### src/rtl/lfsr_range_rng.sv
// ---------------------------------------------------------------------------
// lfsr_range_rng
// Dual Galois-LFSR random source with a ranged draw engine for game logic.
// LFSR A steps every cycle; LFSR B steps once every STEP_B_DIV cycles. Their
// XOR is the raw random word. A request draws a value uniformly in
// [0, range_max] by masking the raw word and rejecting out-of-range results;
// after MAX_TRIES rejections it falls back to the halved candidate.
//
// Ports
//   slow_clk1  in   clock
//   rst_n      in   asynchronous active-low reset
//   seed_load  in   load both LFSRs from seed_in (wins over step/entropy)
//   seed_in    in   WIDTH seed value (B takes its complement)
//   ent_pulse  in   entropy strobe, mixes the free-running counter into A
//   req        in   request one ranged value (ignored while busy)
//   range_max  in   WIDTH inclusive upper bound, captured on acceptance
//   busy       out  draw in progress
//   rnd_valid  out  one-cycle strobe, rnd_out holds a new value
//   rnd_out    out  WIDTH ranged result, held until the next result
//   raw        out  WIDTH combinational A ^ B
// ---------------------------------------------------------------------------
module lfsr_range_rng #(
    parameter int               WIDTH      = 8,
    parameter logic [WIDTH-1:0] TAPS_A     = 'hB8,
    parameter logic [WIDTH-1:0] TAPS_B     = 'h8E,
    parameter logic [WIDTH-1:0] SEED_A     = 'h01,
    parameter logic [WIDTH-1:0] SEED_B     = 'hA5,
    parameter int               STEP_B_DIV = 3,
    parameter int               MAX_TRIES  = 4
) (
    input  logic             slow_clk1,
    input  logic             rst_n,
    input  logic             seed_load,
    input  logic [WIDTH-1:0] seed_in,
    input  logic             ent_pulse,
    input  logic             req,
    input  logic [WIDTH-1:0] range_max,
    output logic             busy,
    output logic             rnd_valid,
    output logic [WIDTH-1:0] rnd_out,
    output logic [WIDTH-1:0] raw
);

    localparam int DIV_W = (STEP_B_DIV > 1) ? $clog2(STEP_B_DIV) : 1;
    localparam int TRY_W = (MAX_TRIES > 1) ? $clog2(MAX_TRIES) : 1;
    localparam logic [DIV_W-1:0] DIV_LAST = DIV_W'(STEP_B_DIV - 1);
    localparam logic [TRY_W-1:0] TRY_LAST = TRY_W'(MAX_TRIES - 1);

    localparam logic [0:0] S_IDLE = 1'b0;
    localparam logic [0:0] S_DRAW = 1'b1;

    function automatic logic [WIDTH-1:0] galois_step(input logic [WIDTH-1:0] x,
                                                     input logic [WIDTH-1:0] taps);
        return x[0] ? ((x >> 1) ^ taps) : (x >> 1);
    endfunction

    logic [WIDTH-1:0] r_a;
    logic [WIDTH-1:0] r_b;
    logic [DIV_W-1:0] r_div_cnt;
    logic [WIDTH-1:0] r_ent_cnt;
    logic [0:0]       r_state;
    logic [WIDTH-1:0] r_range;
    logic [TRY_W-1:0] r_tries;
    logic             r_busy;
    logic             r_valid;
    logic [WIDTH-1:0] r_out;

    logic [WIDTH-1:0] w_a_step;
    logic [WIDTH-1:0] w_a_ent;
    logic [WIDTH-1:0] w_seed_inv;
    logic [WIDTH-1:0] w_a_next;
    logic [WIDTH-1:0] w_b_next;
    logic [DIV_W-1:0] w_div_next;
    logic [WIDTH-1:0] w_shift [WIDTH];
    logic [WIDTH-1:0] w_mask;
    logic [WIDTH-1:0] w_cand;

    assign raw       = r_a ^ r_b;
    assign busy      = r_busy;
    assign rnd_valid = r_valid;
    assign rnd_out   = r_out;

    // OR of every right shift of range_r sets all bits below its MSB, which is
    // the smallest all-ones mask covering range_r (0 stays 0).
    genvar gi;
    generate
        for (gi = 0; gi < WIDTH; gi++) begin : g_shift
            assign w_shift[gi] = r_range >> gi;
        end
    endgenerate

    always_comb begin
        w_mask = '0;
        for (int i = 0; i < WIDTH; i++) begin
            w_mask = w_mask | w_shift[i];
        end
    end

    // Candidate uses the register values before this cycle's step.
    assign w_cand = raw & w_mask;

    // LFSR next-state: seed load overrides stepping and entropy. Zero
    // substitution keeps both LFSRs out of the all-zero lock-up state.
    always_comb begin
        w_a_step   = galois_step(r_a, TAPS_A);
        w_a_ent    = w_a_step ^ r_ent_cnt;
        w_seed_inv = ~seed_in;
        w_a_next   = w_a_step;
        w_b_next   = r_b;
        w_div_next = r_div_cnt + 1'b1;
        if (seed_load) begin
            w_a_next   = (seed_in == '0) ? SEED_A : seed_in;
            w_b_next   = (w_seed_inv == '0) ? SEED_B : w_seed_inv;
            w_div_next = '0;
        end else begin
            if (ent_pulse) begin
                w_a_next = (w_a_ent == '0) ? SEED_A : w_a_ent;
            end
            if (r_div_cnt == DIV_LAST) begin
                w_b_next   = galois_step(r_b, TAPS_B);
                w_div_next = '0;
            end
        end
    end

    always_ff @(posedge slow_clk1 or negedge rst_n) begin
        if (!rst_n) begin
            r_a       <= SEED_A;
            r_b       <= SEED_B;
            r_div_cnt <= '0;
            r_ent_cnt <= '0;
            r_state   <= S_IDLE;
            r_range   <= '0;
            r_tries   <= '0;
            r_busy    <= 1'b0;
            r_valid   <= 1'b0;
            r_out     <= '0;
        end else begin
            r_a       <= w_a_next;
            r_b       <= w_b_next;
            r_div_cnt <= w_div_next;
            r_ent_cnt <= r_ent_cnt + 1'b1;
            r_valid   <= 1'b0;
            case (r_state)
                S_IDLE: begin
                    if (req) begin
                        if (range_max == '0) begin
                            // Only one possible answer: return it without drawing.
                            r_out   <= '0;
                            r_valid <= 1'b1;
                        end else begin
                            r_range <= range_max;
                            r_tries <= '0;
                            r_busy  <= 1'b1;
                            r_state <= S_DRAW;
                        end
                    end
                end
                S_DRAW: begin
                    if (w_cand <= r_range) begin
                        r_out   <= w_cand;
                        r_valid <= 1'b1;
                        r_busy  <= 1'b0;
                        r_state <= S_IDLE;
                    end else if (r_tries == TRY_LAST) begin
                        // mask < 2*range_r, so halving any candidate lands in range.
                        r_out   <= w_cand >> 1;
                        r_valid <= 1'b1;
                        r_busy  <= 1'b0;
                        r_state <= S_IDLE;
                    end else begin
                        r_tries <= r_tries + 1'b1;
                    end
                end
                default: r_state <= S_IDLE;
            endcase
        end
    end

endmodule

### config.mk
export PLATFORM = sky130hd
export DESIGN_NAME = lfsr_range_rng
export DESIGN_NICKNAME = d
export VERILOG_FILES = /design/src/rtl/lfsr_range_rng.sv
export SDC_FILE = /design/constraint.sdc
export NUM_CORES = 1
export LEC_CHECK = 0
export ABC_AREA = 1
export BUFFER_PORTS_ARGS = -buffer_cell sky130_fd_sc_hd__buf_2
export CORE_ASPECT_RATIO = 2
export CORE_MARGIN = 4
export CORE_UTILIZATION = 45
export DETAILED_ROUTE_END_ITERATION = 8
export HOLD_SLACK_MARGIN = 0.06
export PLACE_DENSITY = 0.69
export SLEW_MARGIN = 20
export SYNTH_ARGS = -nofsm -noshare
export SYNTH_HDL_FRONTEND = slang
export SYNTH_SLANG_ARGS = --single-unit
### constraint.sdc
create_clock -name slow_clk1 -period 3.5 [get_ports slow_clk1]
set_clock_uncertainty 0.2 [all_clocks]
set_input_delay 0 -clock slow_clk1 [delete_from_list [all_inputs] [get_ports slow_clk1]]
set_output_delay 0 -clock slow_clk1 [all_outputs]
set_load 0.01 [all_outputs]
[Yosys cells after proc, flatten, opt, wreduce, memory -nomap -nowiden]
Index checks and enable logic that the tools add are counted.
Widths: inputs -> output; s select.
Word-level totals
  latch bits: 0
  bits in read-only memories: 0
  memories: 0
  bits of input ports: 21
  flip-flop bits (word level): 47
  word-level logic and storage cells: 82
  RAM bits: 0
  output and inout bits: 18
Cells by class
  reduce and logical (&&, ||, !) cells: 9
  multiply operators: 0
  eq/ne operators: 8
  multiplexer cells: 36
  magnitude comparators: 1
  shift operators: 0
  div/mod/pow operators: 0
  add/subtract/negate cells: 3
  bitwise gates (word level): 15
Operators by type and width (count)
  $mux 8: 13
  $logic_not 8->1: 4
  $pmux 8 s2: 1
  $xor 8x8->8: 2
  $mux 1: 12
  $mux 2: 6
  $ne 2x2->1 const B: 5
  $reduce_and 3->1: 3
  $add 8x1->8 const B: 1
  $and 8x8->8: 1
  $le 8x8->1: 1
  $not 3->4: 2
  $not 8->8: 1
  $or 8x1->8: 1
  $or 8x2->8: 1
  $or 8x3->8: 1
  $or 8x4->8: 1
  $or 8x5->8: 1
  $or 8x6->8: 1
  $or 8x7->8: 1
  $pmux 1 s2: 3
  $add 2x1->2 const B: 2
  $eq 2x2->1 const B: 2
  $pmux 2 s2: 1
  4 further kinds: 5

[Logic depth before layout (Yosys ltp)]
Gate-level depths: netlist (run 1).
  depth in word-level cells: 11
  mapped depth: 20

[Worst setup path before layout (run 1)]
Ideal clock, no wire load.
  path type: flip-flop to flip-flop
  start point: reg r_range[7]
  end point: reg r_out[0], in the netlist rnd_out[0]
  stages on the path, launching flop included: 19
  path buffers: 0
  data arrival time: 2.120 ns
  setup slack: 1.062 ns
  data required time: 3.182 ns
  path through: dfrtp_1 nor2_1 nand4_1 nor2_1 nand2_1 nand2_1 inv_1 ha_1 inv_1 o21bai_1 nand2_1 nand2_1 nand2_4 nand2_4 nand2_8 nand2_1 nand3_2 nand2_1 nand2_1
On the way
  longest elaborated chain between the ends: 11
  elaborated cells on any way between the ends: 14
  those cells by class: 1 x order compare; 1 x eq/ne; 3 x mux; 8 x bitwise; 1 x reduce/logical
Ends and longest elaborated chain
  from (decl): RTL line 62  | logic [WIDTH-1:0] r_range;
  from (signal assigned): RTL line 152  | r_range <= range_max;
  $or 8x7->8: RTL line 95  | w_mask = w_mask | w_shift[i];
  $or 8x6->8: RTL line 95
  $or 8x5->8: RTL line 95
  $or 8x4->8: RTL line 95
  $or 8x3->8: RTL line 95
  $or 8x2->8: RTL line 95
  $or 8x1->8: RTL line 95
  $and 8x8->8: RTL line 100  | assign w_cand = raw & w_mask;
  $le 8x8->1: RTL line 160  | if (w_cand <= r_range) begin
  $ne 3x1->1 (no source line) / $mux 8 (equally long branches)
  $reduce_and 3->1 (no source line) / $pmux 8 s2 (equally long branches)
  to (signal assigned): RTL line 161  | r_out <= w_cand;
  to (signal assigned): RTL line 167  | r_out <= w_cand >> 1;
  to (decl): RTL line 66  | logic [WIDTH-1:0] r_out;
Parallel ways exist; a longest one is shown, timed or not. The select of a mux whose other input is x is not followed.
A chain may end at the register's enable or synchronous reset.

[Worst setup path after layout (run 1)]
  start point: reg r_range[7]
  end point: reg r_out[4], in the netlist rnd_out[4]
Same word-level chain as after synthesis.

==> key figures, run 1 <==
Drt
  – Drt drc: 0
  – Routed wire per std cell: 14.4 um
  – ANT nets after route: 0
  – Vias/cell: roughly 5.2
  – Post-Route WL: 6720 um
  – Initial drt markers: 92
  – DR vias: 2,446
  – First-pass DRT Iterations: 4

Yosys
  – Synth unique cells: 32
  – Yosys warnings: 0
  – Synthesized area: 2710 sq um
  – Synth Register Bits: 47
  – Synthesized area per cell: 8.05 sq um
  – Cells after Synth: between 300 and 400
  – Seq/Total Area, Yosys: a little over two fifths
  – Syn Nets: 366

Setup path
  – CP arrival: between 2 and 3 ns
  – CP max FO: 14
  – Crit path top cell by count: nand2_1
  – Slowest-stage cell, CP: dfrtp_1
  – Crit-path cells: nor2_1 -> nand4_1 -> nor2_1 -> nand2_1 -> nand2_1 -> inv_1 -> ha_1 -> inv_1 -> o21bai_1 -> nand2_1 -> nand2_1 -> nand2_4 -> nand2_4 -> nand2_8 -> nand2_1 -> nand3_2 -> nand2_1 -> nand2_1
  – R2r startpoint: r_range[7]
  – Crit path launch type: flip-flop
  – CP endpoint kind: flip-flop
  – Critical path buffers and inverters: 2
  – Worst r2r path cells: 18
  – Worst reg2reg endpoint: rnd_out[4]
  – Delay of the slowest critical-path stage: approximately 0.43 ns
  – Worst endpoint required time: 3.48 ns
  – R2r setup slk: 0.69 ns
  – Family with the most delay on the worst path: simple AND/OR/NAND/NOR gates
  – Crit Path Category: flip-flop to flip-flop

Floorplan
  – Placement row count: 39
  – Io pins: 39
  – Core ar.: 5760 sq um
  – Die ar.: 7390 sq um
  – Die height: 118 um
  – Initial Utilization: about 47%
  – Die X: approximately 63 um

Clock tree
  – Post-CTS Resized: 0
  – Clk root buf: clkbuf_16
  – CTS max path bufs: 2
  – Worst-path clk slew: approximately 0.070 ns
  – Clock Sink Count: 47
  – Worst skew pair latency: 0.30 ns
  – Setup Buffers After CTS: 0
  – Hold_buf cts: 31
  – Number of CTS-inserted buffers: 5
  – H-Tree Depth: 2
  – CTS tree: yes

Layout
  – Most frequent cells in the layout: nand2_1, dfrtp_1, buf_2
  – Final non-filler cell total: 467
  – Share of post-route cells with drive strength above 1: approximately 17%
  – Fin nets: 435
  – Core Util, Final: around three fifths
  – Antenna fix cells: 0
  – Fill count: 532
  – Multi-input gate area: roughly 1300 sq um
  – Area grow syn2layout: 25.1%
  – Register Area: about 1200 sq um
  – Most common cell after layout, fill and taps aside: nand2_1

Timing
  – RSZ-0062 raised after global routing: false
  – Maximum clock frequency: 356 MHz
  – Final Hold Viols: 0
  – Setup TNS: 0 ns
  – Hold WS: 0.0496 ns
  – Worst relative slew slack: between 50% and 60%
  – Fin crit share: 80.2%
  – Slew Viols, Final: 0
  – Final Critical Period: about 2.8 ns
  – Final setup fails: 0
  – Worst-Margin Slew: a little over 0.6 ns

Pwr
  – P_leak: approximately 1.8 nW
  – PwrDens: around 700 nW/um^2
  – VDD IR-drop max: roughly 0.39 mV

Global route
  – First-pass GRT wire length: 11,300 um
  – GRT overflow: 0
  – Vias in the first global route: between 2,000 and 2,500
  – Initial antenna violation count: 0
  – Gr usage total: 19.5%
  – Largest net degree at the start of global routing: 48

Placement
  – Post-DP HPWL: around 5000 um
  – Routability cong.: ~0.95
  – Port Buffer Count: 38
  – Cells after DPL: ~430

Hold path
  – Min-Delay Path Class: input port to asynchronous set/reset pin

Run
  – Max-Cap Viols: 0

Run status
  – Status: complete, no violations
[flip-flops by register name, indices dropped and copies added (netlist names)]
register,flops
r_range,8
busy,1
r_a,8
r_b,8
r_ent_cnt,8
r_tries,2
rnd_valid,1
rnd_out,8
r_state,1
r_div_cnt,2
[power breakdown]
part / switching, mW / internal, mW / leakage, nW
Combinational: 0.717 / 0.421 / 1.13
Clock: 0.225 / 0.268 / 0.0664
Sequential: 0.118 / 0.682 / 0.573
[worst reg2reg max path, stage by stage (launching register included)]
cell and delay (ns):
dfrtp_1 0.43, nor2_1 0.19, nand4_1 0.16, nor2_1 0.18
nand2_1 0.07, nand2_1 0.10, inv_1 0.05, ha_1 0.28
inv_1 0.04, o21bai_1 0.12, nand2_1 0.07, nand2_1 0.11
nand2_4 0.06, nand2_4 0.09, nand2_8 0.10, nand2_1 0.12
nand3_2 0.16, nand2_1 0.11, nand2_1 0.06
[synthesized netlist by cell type (all sizes together)]
library cell / number / area (sq um)
a21boi: 2 / 15.0
a21oi: 6 / 30.0
and3: 1 / 6.26
buf: 4 / 37.5
clkbuf: 3 / 11.3
dfrtp: 42 / 1050
dfstp: 5 / 131
ha: 9 / 113
inv: 37 / 141
nand2: 105 / 450
nand3: 22 / 120
nand3b: 1 / 7.51
nand4: 5 / 31.3
nor2: 27 / 101
nor3: 4 / 20.0
nor4: 2 / 12.5
o211ai: 1 / 7.51
o21ai: 31 / 166
o21bai: 1 / 7.51
o221ai: 2 / 17.5
xnor2: 10 / 87.6
xor2: 16 / 140
[layout make-up]
type | count | share of cell area [%]
Sequential cell | 47 | 34.9
Inverter | 37 | 4.18
Multi-Input combinational cell | 245 | 39.4
Clock inverter | 3 | 0.702
Timing Repair Buffer | 69 | 14.9
Tap cell | 61 | 2.25
Clock buffer | 5 | 3.70
[metal layers]
metal | global-route usage, % | part of all wire, %
met5 | 0 | 0
met4 | 12.7 | 5.7
met3 | 3.25 | 3.6
met2 | 37.1 | 56
met1 | 18.4 | 35
[how the worst max path moves through the flow]
stage | start | end | slack (ns) | cells after the start
floorplan | r_range[7] | rnd_out[0] | 1.06 | 18
global placement | r_range[7] | rnd_out[6] | 0.82 | 18
detailed placement | r_range[7] | rnd_out[4] | 0.69 | 18
CTS | r_range[7] | rnd_out[4] | 0.67 | 18
global route | r_range[7] | rnd_out[6] | 0.36 | 18
finish | r_range[7] | rnd_out[4] | 0.69 | 18
[logic make-up (layout without fill, tap and decap cells)]
kind of cell	after synthesis	count (layout)	synth area share (%)
compound gates	43	43	9.02
flops	47	47	43.7
buf+inv	44	114	7.03
xor+xnor	26	26	8.41
simple gates	167	167	27.7
fa+ha+maj	9	9	4.16
[through the flow]
step	area, sq um	total power, mW	worst slack [ns]
2_1_floorplan	2710	1.69	1.06
3_3_place_gp	2920	1.89	0.815
3_5_place_dp	2920	1.92	0.691
4_1_cts	3380	2.45	0.671
5_1_grt	3390	2.64	0.358
6_report	3390	2.43	0.691
Note: power is estimated with default switching activity, not from simulation.
==> run 2, diff against run 1 <==
Clock period 3.5 ns to 2.7 ns, I/O delays scaled along.
==> key figures, run 2 (synthesis results as in run 1) <==
Run status
  – Status: complete, no violations

Drt
  – DR vias: ~2,500
  – Vias/cell: ~5.3
  – Drt drc: 0
  – ANT nets after route: 0
  – Routed wire per std cell: between 10 and 15 um
  – Post-Route WL: 6880 um
  – First-pass DRT Iterations: 5
  – Initial drt markers: 89

Floorplan
  – Io pins: 39
  – Initial Utilization: between 40% and 50%
  – Placement row count: 39
  – Die height: roughly 120 um
  – Die ar.: around 7400 sq um
  – Core ar.: ~5800 sq um
  – Die X: between 60 and 70 um

Placement
  – Post-DP HPWL: between 4000 and 5000 um
  – Cells after DPL: about 430
  – Port Buffer Count: 38
  – Routability cong.: 0.920
  – Placement Setup Slack: approximately 0.040 ns

Layout
  – Multi-input gate area: approximately 1400 sq um
  – Area grow syn2layout: 31.7%
  – Fin nets: between 400 and 500
  – Register Area: 1180 sq um
  – Most frequent cells in the layout: nand2_1, dfrtp_1, buf_2
  – Fill count: ~500
  – Share of post-route cells with drive strength above 1: ~22%
  – Final non-filler cell total: 476
  – Core Util, Final: roughly 62%
  – Most common cell after layout, fill and taps aside: nand2_1
  – Antenna fix cells: 0

Timing
  – RSZ-0062 raised after global routing: true
  – Final Hold Viols: 0
  – Final setup fails: 0
  – Worst relative slew slack: around 59%
  – Hold WS: approximately 0.044 ns
  – Setup ws final: 0.147 ns
  – Fin crit share: 94.6%
  – Setup TNS: 0 ns
  – Final Critical Period: about 2.6 ns
  – Slew Viols, Final: 0
  – Worst-Margin Slew: 0.611 ns
  – Maximum clock frequency: around 390 MHz

Hold path
  – Min-Delay Path Class: input port to asynchronous set/reset pin

Setup path
  – Worst reg2reg endpoint: rnd_out[1]
  – R2r startpoint: r_range[6]
  – Crit Path Category: flip-flop to flip-flop
  – Crit path launch: r_range[6]
  – CP endpoint kind: flip-flop
  – CP arrival: 2.58 ns
  – R2r setup slk: 0.15 ns
  – CP max FO: 3
  – Crit path launch type: flip-flop
  – Worst endpoint required time: ~2.7 ns
  – CP Capture Point: rnd_out[1]
  – Worst r2r path cells: 16

Clock tree
  – Clock Sink Count: between 40 and 50
  – Worst-path clk slew: 0.07 ns
  – H-Tree Depth: 2
  – Clk root buf: clkbuf_16
  – CTS tree: yes
  – Worst skew pair latency: about 0.29 ns
  – CTS max path bufs: 2
  – Number of CTS-inserted buffers: 5

Global route
  – Initial antenna violation count: 0
  – GRT overflow: 0
  – GRT met3 Usage: under 10%
  – Largest net degree at the start of global routing: 48
  – Busiest grt layer: met2
  – First-pass GRT wire length: between 10,000 and 15,000 um
  – Grt met2 use: roughly 36%
  – Gr usage total: just under 20%
  – Vias in the first global route: between 2,000 and 3,000
  – GR Layer Usage met1: 19.3%

Run
  – Max-Cap Viols: 0

Pwr
  – P_leak: about 1.8 nW
  – PwrDens: slightly above 1000 nW/um^2
  – VDD IR-drop max: approximately 0.6 mV
[run 2: changes by cell type in the layout (fill, tap and decap cells not counted), moves of 2 or more]
cell | previous run | this run
nand2_2 | 7 | 16
nor2_2 | 0 | 4
clkinvlp_4 | 2 | 0
nand2_1 | 94 | 84
nor2_1 | 27 | 23
bufinv_16 | 0 | 2
inv_2 | 1 | 3
buf_4 | 1 | 9
inv_1 | 35 | 33
[run 2: report_power, final]
group | switching (mW) | total (mW) | internal, mW | leakage [nW]
sequential | 0.149 | 1.03 | 0.884 | 0.573
combinational | 1.10 | 1.82 | 0.720 | 1.18
clock | 0.266 | 0.797 | 0.531 | 0.0911
[run 2: worst max-delay path, stage by stage, from the launching register on]
cell and delay [ns]:
dfrtp_1 0.39, nor2_2 0.14, nand4_1 0.14, buf_4 0.17, nand2_1 0.09, inv_1 0.09
ha_1 0.29, a21oi_1 0.19, nand2_2 0.10, nand2_4 0.08, nand2_8 0.07, buf_4 0.15
nand3_1 0.06, nand2_1 0.09, nor2_2 0.11, nand2_2 0.06, nand2_1 0.05
[run 2: how the worst min path moves through the flow]
| stage | start | to | slack, ns | depth (start not counted) |
|---|---|---|---|---|
| 3_5_place_dp | rst_n | r_range[0] | 0.05 | 1 |
| 4_1_cts | req | rnd_out[0] | 0.09 | 4 |
| 6_report | rst_n | r_range[1] | 0.04 | 2 |
| 3_3_place_gp | rst_n | r_range[1] | 0.04 | 1 |
| 5_1_grt | rst_n | busy | 0.13 | 2 |
| 2_1_floorplan | rst_n | busy | -0.50 | 0 |
[run 2: final cells by class]
type                       count  area share [%]
inverter                      37            3.97
tap                           61            2.14
clock inverter                 2            1.68
timing repair buffer          76            15.5
multi-input combinational    247            39.9
clock buffer                   6            3.62
sequential                    47            33.2
[run 2: layer usage]
layer / wire (um) / up-vias
li1: - / 1228
met2: 3800 / 75
met3: 242 / 25
met5: 0 / -
met1: 2430 / 1176
met4: 409 / 0
[run 2: stage by stage]
step           area, sq um  total power, mW
2_1_floorplan         2710             2.20
3_3_place_gp          2960             2.48
3_5_place_dp          2960             2.53
4_1_cts               3450             3.38
5_1_grt               3560             3.95
6_report              3560             3.65
[run 2: timing repair]
action,in CTS,in global routing
hold endpoints to repair,68,0
hold buffers,30,0
gates resized for setup,0,20
setup buffers,0,3
setup endpoints to repair,0,13
